`src/rtl/jt03_snd_mix.sv`:
```
// jt03_snd_mix -- output mixer behind the YM2203 FM accumulator.
//
// Removes DC from the unsigned PSG level, applies the Q4.4 per-source gains and
// adds the FM and PSG terms. The result saturates to signed 16 bits. A single
// 16x9 signed multiplier is shared between the two sources by a four-state
// sequencer. The states are IDLE, MUL_FM, MUL_PSG and SUM.
//
// Ports
//   clk        system clock
//   rst        asynchronous active-high reset
//   clk_en     clock enable; nothing advances while low
//   fm_snd     signed 16-bit FM sample
//   fm_sample  new FM sample valid (qualified by clk_en)
//   psg_snd    unsigned 10-bit PSG level
//   psg_en     PSG contributes when high
//   fm_gain    unsigned Q4.4 FM gain (8'h10 = 1.0)
//   psg_gain   unsigned Q4.4 PSG gain
//   snd        signed mixed output, held between updates
//   sample     one-clk_en-cycle strobe when snd updates
//   clip       the sample on snd was saturated
//   overrun    sticky: a pending input was overwritten before use
module jt03_snd_mix #(
    parameter int DCW = 4
) (
    input  logic        clk,
    input  logic        rst,
    input  logic        clk_en,
    input  logic [15:0] fm_snd,
    input  logic        fm_sample,
    input  logic [9:0]  psg_snd,
    input  logic        psg_en,
    input  logic [7:0]  fm_gain,
    input  logic [7:0]  psg_gain,
    output logic [15:0] snd,
    output logic        sample,
    output logic        clip,
    output logic        overrun
);

    localparam int AW = DCW + 10;
    localparam logic signed [20:0] SMAX = 21'sd32767;
    localparam logic signed [20:0] SMIN = -21'sd32768;

    typedef enum logic [1:0] {IDLE, MUL_FM, MUL_PSG, SUM} state_t;

    state_t             state;
    logic               pending;

    // Input register: always holds the most recent capture
    logic signed [15:0] in_fm;
    logic [9:0]         in_psg;
    logic               in_psg_en;
    logic [7:0]         in_fm_gain;
    logic [7:0]         in_psg_gain;

    // The PSG fields are copied out of the input register in MUL_FM. A capture
    // arriving mid-operation can then overwrite the input register without
    // corrupting the sample already in flight.
    logic [9:0]         wk_psg;
    logic               wk_psg_en;
    logic [7:0]         wk_psg_gain;

    logic [AW-1:0]      dc_acc;
    logic signed [19:0] fm_term;
    logic signed [19:0] psg_term;

    logic               capture;
    logic [9:0]         dc;
    logic signed [10:0] psg_ac;
    logic [AW-1:0]      dc_acc_next;
    logic signed [15:0] mul_a;
    logic signed [8:0]  mul_b;
    logic signed [24:0] prod;
    logic signed [19:0] mul_term;
    logic signed [20:0] sum;
    logic [15:0]        sat_val;
    logic               sat_hit;

    assign capture = clk_en & fm_sample;

    // DC tracker: dc is the current estimate and is used before the update
    assign dc          = dc_acc[AW-1:DCW];
    assign psg_ac      = $signed({1'b0, wk_psg}) - $signed({1'b0, dc});
    assign dc_acc_next = dc_acc + AW'(wk_psg) - AW'(dc);

    // Shared multiplier: FM sample in MUL_FM, scaled AC PSG in MUL_PSG
    always_comb begin
        mul_a = in_fm;
        mul_b = $signed({1'b0, in_fm_gain});
        if (state == MUL_PSG) begin
            mul_a = {psg_ac, 5'b0_0000};
            mul_b = $signed({1'b0, wk_psg_gain});
        end
    end

    assign prod     = 25'(mul_a) * 25'(mul_b);
    assign mul_term = 20'(prod >>> 4);

    assign sum = {fm_term[19], fm_term} + {psg_term[19], psg_term};

    always_comb begin
        sat_val = sum[15:0];
        sat_hit = 1'b0;
        if (sum > SMAX) begin
            sat_val = 16'h7FFF;
            sat_hit = 1'b1;
        end else if (sum < SMIN) begin
            sat_val = 16'h8000;
            sat_hit = 1'b1;
        end
    end

    always_ff @(posedge clk or posedge rst) begin
        if (rst) begin
            state       <= IDLE;
            pending     <= 1'b0;
            in_fm       <= '0;
            in_psg      <= '0;
            in_psg_en   <= 1'b0;
            in_fm_gain  <= '0;
            in_psg_gain <= '0;
            wk_psg      <= '0;
            wk_psg_en   <= 1'b0;
            wk_psg_gain <= '0;
            dc_acc      <= '0;
            fm_term     <= '0;
            psg_term    <= '0;
            snd         <= '0;
            sample      <= 1'b0;
            clip        <= 1'b0;
            overrun     <= 1'b0;
        end else begin
            // The strobe lasts a single enabled cycle and is low on disabled cycles
            sample <= 1'b0;
            if (clk_en) begin
                if (capture) begin
                    in_fm       <= fm_snd;
                    in_psg      <= psg_snd;
                    in_psg_en   <= psg_en;
                    in_fm_gain  <= fm_gain;
                    in_psg_gain <= psg_gain;
                    if (state != IDLE && pending)
                        overrun <= 1'b1;
                end
                case (state)
                    IDLE: begin
                        if (capture)
                            state <= MUL_FM;
                    end
                    MUL_FM: begin
                        fm_term     <= mul_term;
                        wk_psg      <= in_psg;
                        wk_psg_en   <= in_psg_en;
                        wk_psg_gain <= in_psg_gain;
                        pending     <= pending | capture;
                        state       <= MUL_PSG;
                    end
                    MUL_PSG: begin
                        psg_term <= wk_psg_en ? mul_term : 20'sd0;
                        dc_acc   <= dc_acc_next;
                        pending  <= pending | capture;
                        state    <= SUM;
                    end
                    default: begin
                        snd    <= sat_val;
                        clip   <= sat_hit;
                        sample <= 1'b1;
                        // A queued sample or a capture on this very cycle goes
                        // straight into the next multiply. If a capture lands
                        // while pending is set, it replaces the queued input.
                        // It is then processed once only.
                        pending <= 1'b0;
                        if (pending || capture)
                            state <= MUL_FM;
                        else
                            state <= IDLE;
                    end
                endcase
            end
        end
    end

endmodule

```
`config.mk`:
```
export PLATFORM = sky130hd
export DESIGN_NAME = jt03_snd_mix
export DESIGN_NICKNAME = d
export VERILOG_FILES = /design/src/rtl/jt03_snd_mix.sv
export SDC_FILE = /design/constraint.sdc
export NUM_CORES = 1
export LEC_CHECK = 0
export CORE_MARGIN = 2
export CORE_UTILIZATION = 55
export DETAILED_ROUTE_END_ITERATION = 12
export GPL_ROUTABILITY_DRIVEN = 0
export PLACE_DENSITY = 0.74
export SKIP_LAST_GASP = 1
export SLEW_MARGIN = 30
export SYNTH_ARGS = -nofsm -noshare
export SYNTH_HDL_FRONTEND = slang
export SYNTH_SLANG_ARGS = --single-unit
```
`constraint.sdc`:
```
create_clock -name clk -period 15.24 [get_ports clk]
set_input_delay 3.048 -clock clk [delete_from_list [all_inputs] [get_ports clk]]
set_output_delay 3.048 -clock clk [all_outputs]
set_load 0.01 [all_outputs]
```
==> results of run 1 <==
worst register-to-register path: cells and delay by family, from the launching register on:
| family | cells | cell delay [ns] |
|---|---|---|
| fa+ha+maj | 7 | 3.01 |
| compound gates | 14 | 2.86 |
| flops | 1 | 0.40 |
| simple gates | 2 | 0.39 |
| mux | 1 | 0.27 |
| buf+inv | 5 | 0.27 |
| xor+xnor | 1 | 0.18 |
metal layers:
layer | up-vias | part of all wire | global-route usage
met2 | 193 | 0.50 | 0.396
met4 | 0 | 0.016 | 0.0608
met5 | - | 0 | 0
li1 | 4245 | - | -
met3 | 33 | 0.049 | 0.0442
met1 | 4328 | 0.44 | 0.291
Yosys cell counts, drive strengths merged (3+ instances only):
| cell | number |
|---|---|
| a22o | 14 |
| a21o | 14 |
| nor2 | 93 |
| xnor2 | 40 |
| a21boi | 4 |
| fa | 109 |
| o21a | 6 |
| o211ai | 7 |
| o21bai | 8 |
| o311ai | 3 |
| nand3 | 7 |
| inv | 206 |
| mux2 | 92 |
| mux2i | 13 |
| o21ai | 41 |
| buf | 10 |
| and2 | 36 |
| a31oi | 9 |
| or2 | 5 |
| o22ai | 3 |
| nand2 | 108 |
| dfrtp | 138 |
| nor2b | 12 |
| xor2 | 13 |
| nand4 | 3 |
| a21oi | 64 |
| nor3 | 17 |
| nand2b | 7 |
| a311oi | 8 |
| ha | 95 |
| a211oi | 4 |
| clkbuf | 28 |
| and3 | 9 |
| o31ai | 7 |
cell families (layout without fill, tap and decap cells):
logic type,count (synthesis),count (layout)
muxes,105,105
buffers and inverters,244,312
and+or+nand+nor,306,306
DFF,138,138
xor gates and xnor gates,53,53
adders and majority gates,204,204
AOI/OAI and AO/OA,206,206
sequential cells by signal (all words and copies together) (netlist names), 2 cells and up:
register     flops
fm_term         20
psg_term        20
in_fm           16
snd             16
dc_acc          14
in_psg          10
wk_psg          10
in_fm_gain       8
in_psg_gain      8
wk_psg_gain      8
state            2
metrics by stage:
| stage | instance area, sq um | worst slack, ns | utilization | instances | hold slack, ns |
|---|---|---|---|---|---|
| finish | 13800 | 7.74 | 0.631 | 1604 | 0.488 |
| CTS | 13800 | 7.77 | 0.631 | 1604 | 0.487 |
| global route | 13800 | 7.32 | 0.631 | 1604 | 0.517 |
| detailed placement | 13200 | 7.82 | 0.604 | 1572 | 0.460 |
| floorplan | 12300 | 8.41 | - | 1256 | 0.450 |
| global placement | 13200 | 8.00 | 0.603 | 1571 | 0.449 |
how the worst max path moves through the flow:
stage / start / endpoint / slack (ns)
floorplan: wk_psg[0] / fm_term[18] / 8.41
global placement: wk_psg[0] / fm_term[18] / 8.00
detailed placement: wk_psg[0] / fm_term[18] / 7.82
CTS: wk_psg[0] / fm_term[18] / 7.77
global route: wk_psg[0] / fm_term[18] / 7.32
finish: wk_psg[0] / fm_term[18] / 7.74
cells in the final DEF, fill, tap and decap left out, types with 5 or more instances in the layout:
master,n
sky130_fd_sc_hd__inv_1,205
sky130_fd_sc_hd__dfrtp_1,138
sky130_fd_sc_hd__fa_1,109
sky130_fd_sc_hd__nand2_1,98
sky130_fd_sc_hd__ha_1,94
sky130_fd_sc_hd__nor2_1,93
sky130_fd_sc_hd__mux2_2,92
sky130_fd_sc_hd__clkdlybuf4s50_1,65
sky130_fd_sc_hd__a21oi_1,53
sky130_fd_sc_hd__xnor2_1,40
sky130_fd_sc_hd__o21ai_0,38
sky130_fd_sc_hd__and2_1,35
sky130_fd_sc_hd__nor3_1,17
sky130_fd_sc_hd__clkbuf_16,17
sky130_fd_sc_hd__a21o_1,14
sky130_fd_sc_hd__a22o_1,14
sky130_fd_sc_hd__mux2i_1,13
sky130_fd_sc_hd__xor2_1,13
sky130_fd_sc_hd__nor2b_1,12
sky130_fd_sc_hd__a21oi_2,11
sky130_fd_sc_hd__and3_1,9
sky130_fd_sc_hd__nand2_2,9
sky130_fd_sc_hd__a31oi_1,8
sky130_fd_sc_hd__o21bai_1,8
sky130_fd_sc_hd__buf_4,8
sky130_fd_sc_hd__nand3_1,7
sky130_fd_sc_hd__o31ai_1,7
sky130_fd_sc_hd__nand2b_1,7
sky130_fd_sc_hd__o211ai_1,6
sky130_fd_sc_hd__a311oi_1,6
sky130_fd_sc_hd__inv_8,6
sky130_fd_sc_hd__or2_2,5
sky130_fd_sc_hd__o21a_1,5
sky130_fd_sc_hd__inv_6,5
layout make-up:
class                           count  area, sq um
Multi-Input combinational cell    874         7880
Clock inverter                     15          166
Tap cell                          280          350
Sequential cell                   138         3450
Timing Repair Buffer               74          722
Fill cell                        1770         8050
Inverter                          206          778
Clock buffer                       17          425
==> metrics.log, run 1 <==
INFO  metric status = finished, final reports clean
INFO  metric cts_hold_buf = 0
INFO  metric post-route-min-period = 7.50 ns
INFO  metric number_of_global_route_vias_before_repair = 9235
INFO  metric ff2ff_setup_slack = 7.74 ns
INFO  metric timing.hold.worst.start = psg_term[2]
INFO  metric clk_path_buf_depth = 2
INFO  metric path_depth = 30
INFO  metric timing.critical_path.slowest_cell_delay = 0.61 ns
INFO  metric ys_seq_area_frac = 0.282
INFO  metric average_routed_wire_per_standard_cell = 15.9 microns
INFO  metric synth_top_family_by_area = adder cells
INFO  metric synth_flop_cell = sky130_fd_sc_hd__dfrtp_1
INFO  metric initial_core_util = 0.561
INFO  metric worst_reg2reg_path_length_in_cells = 30
INFO  metric timing.hold.worst.class = flip-flop to flip-flop
INFO  metric post-cts-setup-buffer-count = 0
INFO  metric placementRows = 54
INFO  metric initial_antenna_violation_count = 0
INFO  metric hold_viol_final = 0
INFO  metric crit_type = flip-flop to flip-flop
INFO  metric totalNegativeSetupSlack = 0 ns
INFO  metric synthCells = 1256
INFO  metric worst_pin_slew = 0.886 ns
INFO  metric clock_insertion_delay_worst_skew = 0.44 ns
INFO  metric worst_r2r_endpoint = fm_term[18]
INFO  metric drtIter0Drc = 362
INFO  metric timing.clock.skew = 0.0115 ns
INFO  metric synthXorXnorAreaFrac = 0.0379
INFO  metric worst_ep_arrival_time = 7.81 ns
INFO  metric grt-ovfl-total = 0
INFO  metric clockRootBuffer = sky130_fd_sc_hd__clkbuf_16
INFO  metric io_buffers = 65
INFO  metric synth_simple_gate_area_frac = 0.116
INFO  metric layout-drive-gt1-share = 0.132
INFO  metric area_fraction_in_compound_gates_after_synthesis = 0.118
INFO  metric die_x = 153 microns
INFO  metric synth-async-reset-ratio = 1.00
INFO  metric synth_fp_nets = 1507
INFO  metric groute.usage.overall = 0.227
INFO  metric max-slew-margin-rel = 0.393
INFO  metric cts_resized = 0
INFO  metric routed-via-count = 8799
INFO  metric post_synth.cell_area_avg = 9.76 sq um
INFO  metric drt-vias-per-instance = 5.49
INFO  metric timing.critical_path.fanout_max = 11
INFO  metric yosys-mux-area-fraction = 0.0952
INFO  metric coreArea = 21800 sq um
INFO  metric drc_errors = 0
INFO  metric finalCritPeriodShare = 0.492
INFO  metric timing.critical_path.from_type = flip-flop
INFO  metric rsz0062_at_grt = no
INFO  metric die-area = 23500 sq um
INFO  metric setup_violations = 0
INFO  metric hold_depth = 2
INFO  metric synth.yosys.warnings = 0
INFO  metric detail_route.first_pass.iterations = 6
INFO  metric tritoncts = yes
INFO  metric ctsHtreeMaxLevel = 4
INFO  metric finalNetCount = 1562
INFO  metric antennaDiodeCount = 0
INFO  metric postSynthRegisterBits = 138
INFO  metric main_area_contributors_after_synthesis = sky130_fd_sc_hd__dfrtp_1 (28%), sky130_fd_sc_hd__fa_1 (18%), sky130_fd_sc_hd__ha_1 (9.7%)
INFO  metric worst_path_dominant_cell_family = adder cells
INFO  metric synth_area = 12300 sq um
INFO  metric slew_viol_final = 0
INFO  metric synth_fa_ha_area_frac = 0.275
INFO  metric first_pass_grt_wire_length = 43.6 mm
INFO  metric synth-edff-count = 0
INFO  metric synth_cell_types = 67
INFO  metric max-cap-violations = 0
INFO  metric numCtsBuffers = 17
INFO  metric master_of_the_slowest_instance_on_the_critical_path = sky130_fd_sc_hd__fa_1
INFO  metric cp.required = 15.56 ns
INFO  metric area_growth = 12.4%
INFO  metric drtAntennaViolNets = 0
INFO  metric synth_top_cell_by_area = sky130_fd_sc_hd__dfrtp_1
INFO  metric path_buf_inv = 5
INFO  metric clkSlewWorstSetupHoldPaths = 0.07 ns
INFO  metric yosys.area.top_type_share = 0.282
INFO  metric boundaryPins = 66
INFO  metric grt_max_degree = 77
INFO  metric worstHoldEndpoint = psg_term[2]
INFO  metric dieHeight = 153 microns
INFO  metric worstSetupEndpointType = flip-flop
INFO  metric detailedPlacementHpwl = 19.6 mm
INFO  metric route.final.wire_length = 25.4 mm
INFO  metric cts.sinks = 138
INFO  metric crit-reg2reg-launch = wk_psg[0]
INFO  metric fmaxAchievable = 0.133 GHz
Power of run 1 is not shown: default switching activity piles up to over one toggle a cycle in this logic, so the estimate is an artifact.
==> run 2, diff against run 1 <==
- clock period: 15.24 -> 7.21 ns (I/O delays scaled with it)
==> run 2 against run 1 <==
Clock skew is 0.0048 ns higher. Utilization is 0.28 points higher. Global-route usage hardly changed. Setup slack worse by 7.4 ns. Final cell count is 0.25% higher. Die area stayed put. Sequential share of layout area is 0.11 points lower. Cell area is 0.44% higher. Wire length is 0.37% higher. Critical endpoint unchanged.
==> metrics.log, run 2 (same netlist as run 1, synthesis figures left out) <==
INFO  metric layout.core_utilization = 0.634
INFO  metric global_route.usage.met1 = 0.310
INFO  metric worst_ep_arrival_time = 7.19 ns
INFO  metric timing.critical_path.from_type = flip-flop
INFO  metric dpl-instance-area = 13200 sq um
INFO  metric timing.critical_path.fanout_max = 6
INFO  metric detail_route.first_pass.iterations = 5
INFO  metric final_area = 13800 sq um
INFO  metric grt-ovfl-total = 0
INFO  metric groute.usage.overall = 0.228
INFO  metric worstSetupEndpointType = flip-flop
INFO  metric drtAntennaViolNets = 0
INFO  metric finalCritPeriodShare = 0.954
INFO  metric final-seq-area = 3450 sq um
INFO  metric clk_path_buf_depth = 2
INFO  metric slew_viol_final = 0
INFO  metric die_x = 153 microns
INFO  metric master_of_the_slowest_instance_on_the_critical_path = sky130_fd_sc_hd__fa_1
INFO  metric hold_depth = 1
INFO  metric worst_pin_slew = 0.883 ns
INFO  metric first_pass_grt_wire_length = 43.6 mm
INFO  metric timing.hold.worst.class = flip-flop to flip-flop
INFO  metric worst_reg2reg_path_length_in_cells = 29
INFO  metric crit-reg2reg-launch = wk_psg[0]
INFO  metric initial_antenna_violation_count = 0
INFO  metric drtIter0Drc = 433
INFO  metric average_routed_wire_per_standard_cell = 15.9 microns
INFO  metric clkSlewWorstSetupHoldPaths = 0.07 ns
INFO  metric place_worst_setup_slack = 0.0999 ns
INFO  metric totalNegativeSetupSlack = 0 ns
INFO  metric routed-via-count = 8818
INFO  metric status = finished, final reports clean
INFO  metric multi_input_area = 7910 sq um
INFO  metric reg_top3 = fm_term (20), psg_term (20)
INFO  metric antennaDiodeCount = 0
INFO  metric grt_use_met2 = 0.389
INFO  metric mostFrequentLayoutCells = sky130_fd_sc_hd__inv_1 (205), sky130_fd_sc_hd__dfrtp_1 (138), sky130_fd_sc_hd__fa_1 (109), sky130_fd_sc_hd__nand2_1 (98), sky130_fd_sc_hd__ha_1 (94)
INFO  metric io_buffers = 65
INFO  metric max-slew-margin-rel = 0.411
INFO  metric tritoncts = yes
INFO  metric finalNetCount = 1566
INFO  metric number_of_global_route_vias_before_repair = 9037
INFO  metric final.fill_count = 1787
INFO  metric cts_hold_buf = 0
INFO  metric die-area = 23500 sq um
INFO  metric coreArea = 21800 sq um
INFO  metric initial_core_util = 0.561
INFO  metric timing.clock.skew = 0.0163 ns
INFO  metric grt_max_degree = 74
INFO  metric rsz0062_at_grt = no
INFO  metric detailedPlacementHpwl = 19.7 mm
INFO  metric clock_insertion_delay_worst_skew = 0.43 ns
INFO  metric ctsHtreeMaxLevel = 4
INFO  metric drt-vias-per-instance = 5.48
INFO  metric area_growth = 12.9%
INFO  metric cts.sinks = 138
INFO  metric setup_violations = 0
INFO  metric max-cap-violations = 0
INFO  metric cp.required = 7.52 ns
INFO  metric crit_type = flip-flop to flip-flop
INFO  metric global_route.peak_usage_layer = met2
INFO  metric clockRootBuffer = sky130_fd_sc_hd__clkbuf_16
INFO  metric numCtsBuffers = 17
INFO  metric drc_errors = 0
INFO  metric hold_viol_final = 0
INFO  metric boundaryPins = 66
INFO  metric route.final.wire_length = 25.5 mm
INFO  metric commonest_non_fill_non_tap_cell_in_the_layout = sky130_fd_sc_hd__inv_1
INFO  metric post-route-min-period = 6.88 ns
INFO  metric layout-drive-gt1-share = 0.140
INFO  metric global_route.usage.met3 = 0.0306
INFO  metric fmaxAchievable = 0.145 GHz
INFO  metric finalWorstSetupSlack = 0.330 ns
INFO  metric placementRows = 54
INFO  metric dieHeight = 153 microns
INFO  metric timing.critical_path.slowest_cell_delay = 0.52 ns
INFO  metric timing.hold.worst.start = overrun
INFO  metric crit_start = wk_psg[0]
## run 2: changes by cell type in the layout (fill, tap and decap cells not counted), sizes merged
cell,previous run,this run
buf,9,13
## run 2: critical path: cells and delay by family, from the launching register on
family	cells	cell delay [ns]
adders and majority gates	7	2.91
DFF	1	0.40
and+or+nand+nor	2	0.31
buffers and inverters	5	0.26
xor gates and xnor gates	2	0.31
muxes	2	0.50
AOI/OAI and AO/OA	11	2.04
## run 2: what timing repair did
action	CTS	global route
endpoints found under the setup margin	0	7
resized for setup	0	10
buffers inserted	0	1
## run 2: cell type report
| class | count | share of cell area |
|---|---|---|
| flip-flops and latches | 138 | 0.250 |
| inverters | 206 | 0.0563 |
| clock inverters | 15 | 0.0120 |
| repair buffers | 78 | 0.0544 |
| clock buffers | 17 | 0.0308 |
| multi-input cells | 874 | 0.572 |
| well taps | 280 | 0.0253 |
## run 2: stage by stage
| stage | hold WS, ns | cells |
|---|---|---|
| 6_report | 0.485 | 1608 |
| 5_1_grt | 0.514 | 1608 |
| 4_1_cts | 0.488 | 1607 |
| 3_5_place_dp | 0.475 | 1575 |
| 3_3_place_gp | 0.453 | 1574 |
| 2_1_floorplan | 0.450 | 1256 |
## run 2: routing by layer
metal  up-vias  wire (microns)
met5         -               0
met4         0             334
met3        28             900
met2       181           12600
met1      4371           11700
li1       4238               -
## run 2: worst paths after layout
kind / slack [ns] / end
worst max-delay path: 0.33 / fm_term[18]
worst min-delay path: 0.48 / overrun
worst max register to register: 0.33 / fm_term[18]
worst min register to register: 0.48 / overrun
max in group asynchronous: 4.68 / wk_psg_gain[0]
min in group asynchronous: 1.47 / snd[1]
Power of run 2 is left out for the same reason.
==> run 3, diff against run 2 <==
- ABC_CLOCK_PERIOD_IN_PS: not set -> 7210
- CTS_BUF_LIST: not set -> sky130_fd_sc_hd__clkbuf_2
==> run 3 against run 2 <==
Clock skew rose by 0.048 ns. Critical path depth increased by 1. Sequential cell count unchanged. Wire length is 1.4% lower. Worst hold slack improved by 0.033 ns. First-iteration DRC count down 6.9%. Cell area down 2.3%. Die area unchanged. Sequential share of layout area up 0.58 points. Final cell count grew 0.25%.
==> metrics.log, run 3 (same netlist as run 1, synthesis figures left out) <==
INFO  metric drc_errors = 0
INFO  metric drt-vias-per-instance = 5.47
INFO  metric worst_pin_slew = 0.882 ns
INFO  metric io_buffers = 65
INFO  metric die_x = 153 microns
INFO  metric setup_violations = 0
INFO  metric commonest_non_fill_non_tap_cell_in_the_layout = sky130_fd_sc_hd__inv_1
INFO  metric groute.usage.overall = 0.226
INFO  metric final_area = 13500 sq um
INFO  metric timing.critical_path.from_type = flip-flop
INFO  metric timing.critical_path.slowest_cell_delay = 0.57 ns
INFO  metric crit_type = flip-flop to flip-flop
INFO  metric coreArea = 21800 sq um
INFO  metric timing.hold.worst.class = flip-flop to flip-flop
INFO  metric layout.core_utilization = 0.619
INFO  metric first_pass_grt_wire_length = 43.1 mm
INFO  metric clk_path_buf_depth = 2
INFO  metric layout-drive-gt1-share = 0.142
INFO  metric dieHeight = 153 microns
INFO  metric grt_max_degree = 74
INFO  metric numCtsBuffers = 17
INFO  metric routed-via-count = 8816
INFO  metric worstSetupEndpointType = flip-flop
INFO  metric final.fill_count = 1842
INFO  metric worst_reg2reg_path_length_in_cells = 30
INFO  metric cts.sinks = 138
INFO  metric hold_viol_final = 0
INFO  metric slew_viol_final = 0
INFO  metric cp.required = 7.90 ns
INFO  metric drtAntennaViolNets = 0
INFO  metric hold_depth = 1
INFO  metric timing.hold.worst.start = overrun
INFO  metric area_growth = 10.3%
INFO  metric max-slew-margin-rel = 0.412
INFO  metric boundaryPins = 66
INFO  metric route.final.wire_length = 25.2 mm
INFO  metric mostFrequentLayoutCells = sky130_fd_sc_hd__inv_1 (205), sky130_fd_sc_hd__dfrtp_1 (138), sky130_fd_sc_hd__fa_1 (109), sky130_fd_sc_hd__nand2_1 (98), sky130_fd_sc_hd__ha_1 (94)
INFO  metric worst_ep_arrival_time = 7.65 ns
INFO  metric post-route-min-period = 6.96 ns
INFO  metric ctsHtreeMaxLevel = 4
INFO  metric placementRows = 54
INFO  metric finalNetCount = 1569
INFO  metric reg_top3 = fm_term (20), psg_term (20)
INFO  metric clock_insertion_delay_worst_skew = 0.82 ns
INFO  metric timing.critical_path.fanout_max = 5
INFO  metric tritoncts = yes
INFO  metric status = finished, final reports clean
INFO  metric ff2ff_setup_slack = 0.25 ns
INFO  metric timing.clock.skew = 0.0643 ns
INFO  metric detail_route.first_pass.iterations = 5
INFO  metric worstHoldEndpoint = overrun
INFO  metric master_of_the_slowest_instance_on_the_critical_path = sky130_fd_sc_hd__fa_1
INFO  metric fmaxAchievable = 0.144 GHz
INFO  metric dpl-instance-area = 13200 sq um
INFO  metric average_routed_wire_per_standard_cell = 15.6 microns
INFO  metric finalCritPeriodShare = 0.966
INFO  metric die-area = 23500 sq um
INFO  metric clockRootBuffer = sky130_fd_sc_hd__clkbuf_2
INFO  metric max-cap-violations = 0
INFO  metric drtIter0Drc = 403
INFO  metric initial_antenna_violation_count = 1
INFO  metric number_of_global_route_vias_before_repair = 8922
INFO  metric totalNegativeSetupSlack = 0 ns
INFO  metric grt-ovfl-total = 0
INFO  metric clkSlewWorstSetupHoldPaths = 0.25 ns
INFO  metric crit-reg2reg-launch = wk_psg[0]
INFO  metric detailedPlacementHpwl = 19.7 mm
INFO  metric initial_core_util = 0.561
INFO  metric worst_r2r_endpoint = fm_term[18]
-- run 3: changes by cell type in the layout (fill, tap and decap cells not counted) --
cell	delta
sky130_fd_sc_hd__buf_4	+3
sky130_fd_sc_hd__clkbuf_16	-17
sky130_fd_sc_hd__clkbuf_2	+17
sky130_fd_sc_hd__diode_2	+1
sky130_fd_sc_hd__o21ai_0	+1
sky130_fd_sc_hd__o21ai_1	-1
-- run 3: worst max-delay path by stage --
stage | from | to | slack [ns] | depth (start not counted)
after CTS | wk_psg[0] | fm_term[18] | 0.06 | 30
after floorplan | wk_psg[0] | fm_term[18] | 0.38 | 31
after detailed placement | wk_psg[0] | fm_term[18] | 0.1 | 30
final | wk_psg[0] | fm_term[18] | 0.25 | 30
after global routing | wk_psg[0] | fm_term[18] | -0.04 | 29
after global placement | wk_psg[0] | fm_term[18] | 0.26 | 29
-- run 3: final cells by class --
type / instances / area [sq um] / area share
Multi-Input combinational cell: 874 / 7910 / 0.585
Sequential cell: 138 / 3450 / 0.255
Inverter: 206 / 778 / 0.0576
Timing Repair Buffer: 81 / 774 / 0.0573
Tap cell: 280 / 350 / 0.0259
Clock inverter: 15 / 166 / 0.0123
Clock buffer: 17 / 85.1 / 0.00629
Antenna cell: 1 / 2.50 / 0.000185
-- run 3: what timing repair did --
item / 4_1_cts / 5_1_grt
hold buffers: 0 / 0
setup buffers: 0 / 4
resized for setup: 0 / 9
setup endpoints to repair: 0 / 10
-- run 3: critical path, delay by kind of cell, from the launching register on --
| family | cells | cell delay, ns |
|---|---|---|
| compound gates | 14 | 2.47 |
| buf+inv | 5 | 0.27 |
| xor+xnor | 1 | 0.17 |
| flops | 1 | 0.44 |
| simple gates | 2 | 0.29 |
| fa+ha+maj | 7 | 2.98 |
| mux | 1 | 0.28 |
-- run 3: metrics by stage --
step | worst slack (ns) | cells | hold slack, ns
floorplan | 0.383 | 1256 | 0.450
global placement | 0.258 | 1574 | 0.453
detailed placement | 0.0999 | 1575 | 0.475
global route | -0.0411 | 1612 | 0.554
finish | 0.247 | 1612 | 0.518
CTS | 0.0581 | 1607 | 0.523
-- run 3: per-layer routing --
layer | track usage | vias up | wire (microns)
met5 | 0 | - | 0
met4 | 0.0582 | 0 | 356
met3 | 0.0303 | 35 | 881
met2 | 0.379 | 172 | 12200
met1 | 0.311 | 4363 | 11800
li1 | - | 4246 | -
Power of run 3 is left out for the same reason.
